**config.mk**
```make
export PLATFORM = sky130hd
export DESIGN_NAME = coherence_snoop_responder
export DESIGN_NICKNAME = d
export VERILOG_FILES = /design/src/rtl/coherence_snoop_responder.sv
export SDC_FILE = /design/constraint.sdc
export NUM_CORES = 1
export LEC_CHECK = 0
export CAP_MARGIN = 10
export CORE_UTILIZATION = 36
export DETAILED_ROUTE_END_ITERATION = 12
export GPL_TIMING_DRIVEN = 1
export PLACE_DENSITY = 0.83
export RECOVER_POWER = 100
export SLEW_MARGIN = 10
export SYNTH_ARGS = -nofsm -noshare
export SYNTH_HDL_FRONTEND = slang
export SYNTH_SLANG_ARGS = --single-unit
```
**constraint.sdc**
```tcl
create_clock -name CLK -period 3.9 [get_ports CLK]
set_input_delay 0.39 -clock CLK [delete_from_list [all_inputs] [get_ports CLK]]
set_output_delay 0.39 -clock CLK [all_outputs]
set_load 0.1 [all_outputs]
```
**src/rtl/coherence_snoop_responder.sv**
```systemverilog
// Snoop responder: looks up the local L1 block status for a bus snoop, flushes Modified data,
// commands the MESI state change and acknowledges the bus. Define SNOOP_STATS_EN for saturating counters.
module coherence_snoop_responder #(
    parameter int N_SETS  = 16,
    parameter int IDX_LSB = 3,
    parameter int STAT_W  = 16
) (
    input  logic                      CLK,
    input  logic                      nRST,
    input  logic                      snoop_req,
    input  logic [31:0]               snoop_addr,
    input  logic                      snoop_rdx,
    output logic                      snoop_ack,
    output logic                      snoop_hit,
    output logic                      snoop_dirty,
    output logic                      flush_req,
    input  logic                      flush_done,
    output logic [$clog2(N_SETS)-1:0] set_sel,
    input  logic                      valid,
    input  logic                      exclusive,
    input  logic                      dirty,
    output logic [1:0]                state_transfer,
    output logic                      cc_update
`ifdef SNOOP_STATS_EN
    ,
    output logic [STAT_W-1:0]         stat_hits,
    output logic [STAT_W-1:0]         stat_flushes,
    output logic [STAT_W-1:0]         stat_invals
`endif
);

    localparam int SET_W = $clog2(N_SETS);

    typedef enum logic [2:0] {
        S_IDLE,
        S_LOOKUP,
        S_FLUSH,
        S_UPDATE,
        S_RESP
    } state_t;

    typedef enum logic [1:0] {
        CC_INVALID   = 2'd0,
        CC_SHARED    = 2'd1,
        CC_EXCLUSIVE = 2'd2,
        CC_MODIFIED  = 2'd3
    } cc_end_state_t;

    state_t        state;
    logic          rdx_q;
    logic          dirty_q;
    cc_end_state_t target_q;
    cc_end_state_t lookup_target;

    // Any block we keep a copy of drops to Shared on a read, Invalid on a read-exclusive.
    assign lookup_target = rdx_q ? CC_INVALID : CC_SHARED;

    // Only the set-index field of the snooped address selects anything in this cache.
    logic unused_addr_bits;
    assign unused_addr_bits = ^{snoop_addr[31:IDX_LSB+SET_W], snoop_addr[IDX_LSB-1:0]};

    // NOTE: every register here uses non-blocking assignment so all state updates
    // take effect together at the clock edge regardless of statement order.
    always_ff @(posedge CLK or negedge nRST) begin
        if (!nRST) begin
            state          <= S_IDLE;
            rdx_q          <= 1'b0;
            dirty_q        <= 1'b0;
            target_q       <= CC_INVALID;
            set_sel        <= '0;
            snoop_ack      <= 1'b0;
            snoop_hit      <= 1'b0;
            snoop_dirty    <= 1'b0;
            flush_req      <= 1'b0;
            cc_update      <= 1'b0;
            state_transfer <= CC_INVALID;
        end else begin
            snoop_ack   <= 1'b0;
            snoop_hit   <= 1'b0;
            snoop_dirty <= 1'b0;
            cc_update   <= 1'b0;

            unique case (state)
                S_IDLE: begin
                    if (snoop_req) begin
                        rdx_q   <= snoop_rdx;
                        set_sel <= snoop_addr[IDX_LSB +: SET_W];
                        state   <= S_LOOKUP;
                    end
                end

                S_LOOKUP: begin
                    target_q <= lookup_target;
                    dirty_q  <= 1'b0;
                    if (!valid) begin
                        snoop_ack <= 1'b1;
                        state     <= S_RESP;
                    end else if (dirty) begin
                        dirty_q   <= 1'b1;
                        flush_req <= 1'b1;
                        state     <= S_FLUSH;
                    end else if (exclusive || rdx_q) begin
                        cc_update      <= 1'b1;
                        state_transfer <= lookup_target;
                        state          <= S_UPDATE;
                    end else begin
                        // Shared copy on a shared read: nothing to change locally.
                        snoop_ack <= 1'b1;
                        snoop_hit <= 1'b1;
                        state     <= S_RESP;
                    end
                end

                S_FLUSH: begin
                    if (flush_done) begin
                        flush_req      <= 1'b0;
                        cc_update      <= 1'b1;
                        state_transfer <= target_q;
                        state          <= S_UPDATE;
                    end
                end

                S_UPDATE: begin
                    snoop_ack   <= 1'b1;
                    snoop_hit   <= 1'b1;
                    snoop_dirty <= dirty_q;
                    state       <= S_RESP;
                end

                S_RESP: begin
                    state <= S_IDLE;
                end

                default: begin
                    state <= S_IDLE;
                end
            endcase
        end
    end

`ifdef SNOOP_STATS_EN
    always_ff @(posedge CLK or negedge nRST) begin
        if (!nRST) begin
            stat_hits    <= '0;
            stat_flushes <= '0;
            stat_invals  <= '0;
        end else begin
            if (snoop_ack && snoop_hit && (stat_hits != '1))
                stat_hits <= stat_hits + STAT_W'(1);
            if (snoop_ack && snoop_dirty && (stat_flushes != '1))
                stat_flushes <= stat_flushes + STAT_W'(1);
            if (cc_update && (state_transfer == CC_INVALID) && (stat_invals != '1))
                stat_invals <= stat_invals + STAT_W'(1);
        end
    end
`else
    localparam int unused_stat_w = STAT_W;
`endif

endmodule

```
==> reports/summary.md <==
Clock-pin slew was measured on the worst setup and hold paths at 0.08 ns. The power density normalized to cell area was 999 nW/um^2. In the synthesized netlist the async set-or-reset flop fraction comes to 100%. For this run, the slowest stage of the critical path takes 1.21 ns. At the end of routability-driven placement, the weighted congestion stood at 0.778.

The clock passes through at most 2 buffers. Synthesis-to-finish area growth: 31.1%. In the layout the commonest cells are sky130_fd_sc_hd__dfrtp_1, sky130_fd_sc_hd__dlygate4sd3_1, sky130_fd_sc_hd__clkdlybuf4s50_1, sky130_fd_sc_hd__nor2_1, sky130_fd_sc_hd__mux2_2.

The instance area at placement was 943 um^2; the area inside the core boundary was 1800 um^2. The data required time at the worst endpoint is 3.51 ns, and the detailed-route wire length per cell is 13.5 um. In the post-synthesis netlist, the biggest area contributors are sky130_fd_sc_hd__dfrtp_1, sky130_fd_sc_hd__mux2_2, sky130_fd_sc_hd__mux2i_1, sky130_fd_sc_hd__nor4b_4, sky130_fd_sc_hd__nand4bb_1. The die is 46.6 um tall.

After clock tree synthesis, the setup repair step added 0 buffers. The first routing iteration left 2 violations. The synthesized area per cell was 13.3 um^2. Global routing used 15.3% of the available tracks across all layers. The routed design has 1.36 mm of wire.

Count of hold-fix buffers inserted at cts: 0. In this run the tightest slew margin relative to its limit is 34.0%. Of the post-synthesis cell area, the dominant cell type holds 55.8%.

The total of cells resized after clock tree synthesis was 0. The number of global-route vias before repair was 489; the total power was 0.000939 W. The run gives 1 as the number of H-tree levels. Final setup violation count: 0.

In the routed design, unresolved DRC markers number 0. Synthesis produced a netlist whose cell count is 54. The remaining number of nets flagged by the antenna check after routing was 0. Walking the worst path, the cells encountered are dlygate4sd3_1. The tools report the type of destination of the critical path as an output pin. The first detailed-routing pass ran for 4 iterations. At the end of the flow, the number of nets in the layout was 118. The horizontal extent of the die was 46.6 um; the finished layout cell area was 940 um^2. STA classifies the critical path startpoint as a register.

The run gives 717 um^2 as the post-synthesis instance area. For this run, the number of Yosys warnings is 0. The logs give 17 for the maximum number of pins on one net before global-route repair and 0.402 nW for the leakage power figure. The number of buffers and inverters on the critical path was 1; the initial antenna violation count was 0. The category of the critical setup timing path is register to output pin.

The post-synthesis net count is 94, and the worst hold-check slack is 0.499 ns. The count of buffers added on input and output ports is 21. Yosys mapped a number of flops with a built-in enable equal to 0.

The share of post-route cells with drive strength above 1 was 11.8%. The first global-routing pass estimated 2.20 mm of wire. The final critical path time including I/O delays and setup is 2.24 ns. For the footprint of the flip-flops and latches, the log shows 400 um^2. The total half-perimeter wirelength after legalization and detailed placement was 1.04 mm; the fraction of the cycle the final worst path needs was 57.5%. For the maximum VDD drop, the log shows 547 uV. The tree is rooted in a sky130_fd_sc_hd__clkbuf_4. Routed via count: 505.

The filler cells instantiated in the layout total 167. Cell with the largest stage delay on the worst path: sky130_fd_sc_hd__dlygate4sd3_1. The number of inserted diodes was 0; the max-cap check violation count was 0.

The logs give 55.8% for the sequential area share after synthesis and 25 for the number of distinct library cell variants in the gate-level netlist after synthesis. The commonest non-fill, non-tap cell in the layout is sky130_fd_sc_hd__dfrtp_1. Setup repair after global routing left no endpoint under its margin. Clock tree synthesis inserted a total of 3 buffers.

The maximum fanout count along the critical path is 2, and the final count of pins violating max slew is 0. The floorplan row count is 15. The worst hold path belongs to the class register to register.

For this design the top-level I/O count stands at 51. The clock insertion delay at the later pin of the skew report is 0.28 ns, and the signal arrival time at the worst endpoint is 1.85 ns. The critical path's top delay family is buffers and inverters. TritonCTS built the clock tree. In the synthesized netlist the dominant register cell turns out to be sky130_fd_sc_hd__dfrtp_1. On the final layout, the worst clock skew is 0.00683 ns. The core occupancy in the finished layout was 52.2%; the footprint of the multi-input gates was 272 um^2. The CTS sink count came out at 16.

Initial core utilization: 39.8%. In this run, synthesis produced a sequential element count of 16. The flow ran to the end, and the final reports show no timing, DRC or antenna violations.

The maximum clock frequency came out at 446 MHz. Leading area contributor after synthesis: sky130_fd_sc_hd__dfrtp_1. For the pin with the worst max-slew slack, the measured transition is 0.976 ns. Total negative setup slack: 0 ns.

Global routing finished with a remaining overflow of 0. The die covers 2170 um^2. Dividing the detail-routed via count by the number of cells gives 5.00. The number of failing hold endpoints at the final stage came out at 0.
metrics by stage:
step           instances  setup WS (ns)
3_3_place_gp          98           2.04
4_1_cts              101           1.70
6_report             101           1.66
3_5_place_dp          98           2.02
5_1_grt              101           1.61
2_1_floorplan         54           2.54
per-layer routing:
| layer | global-route usage [%] | part of all wire, % |
|---|---|---|
| met1 | 17.6 | 40 |
| met2 | 25.8 | 53 |
| met3 | 4.71 | 5.2 |
| met4 | 6.86 | 1.3 |
| met5 | 0 | 0 |
flip-flops by register name, indices dropped and copies added, names as in the netlist:
signal / cells
rdx_q: 1
flush_req: 1
state: 3
snoop_ack: 1
snoop_dirty: 1
cc_update: 1
set_sel: 4
state_transfer: 1
snoop_hit: 1
target_q: 1
dirty_q: 1
cell usage after synthesis (2+ instances only):
cell and number:
sky130_fd_sc_hd__nand2_1 2, sky130_fd_sc_hd__nor2_1 4, sky130_fd_sc_hd__dfrtp_1 16, sky130_fd_sc_hd__buf_4 2, sky130_fd_sc_hd__nand4bb_1 2, sky130_fd_sc_hd__a21oi_1 3, sky130_fd_sc_hd__mux2i_1 3, sky130_fd_sc_hd__mux2_2 5
area by class of cell:
type	count	area share, %
Sequential cell	16	42.6
Tap cell	25	3.33
Clock buffer	3	2.40
Multi-Input combinational cell	35	28.9
Timing Repair Buffer	21	22.4
Inverter	1	0.399
where the power goes:
group / internal, W / leakage (nW) / switching [W]
logic: 0.000149 / 0.188 / 0.000412
clock network: 0.0000359 / 0.0138 / 0.0000482
registers: 0.000235 / 0.201 / 0.0000594
cell families after synthesis:
kind of cell / count (synthesis) / share of synthesized area [%]
compound gates: 8 / 7.68
buf+inv: 3 / 2.62
flops: 16 / 55.8
mux: 9 / 14.1
other cells: 1 / 0.523
simple gates: 17 / 19.2
worst paths after layout:
path	start	endpoint	slack [ns]	cells after the start
worst min register to register	set_sel[3]	set_sel[3]	0.50	1
max in group asynchronous	nRST	snoop_dirty	2.86	1
worst max-delay path	flush_req	flush_req	1.66	1
worst max register to register	state[1]	set_sel[1]	2.00	2
min in group asynchronous	nRST	set_sel[0]	0.59	1
worst min-delay path	set_sel[3]	set_sel[3]	0.50	1
Note: power is estimated with default switching activity, not from simulation.
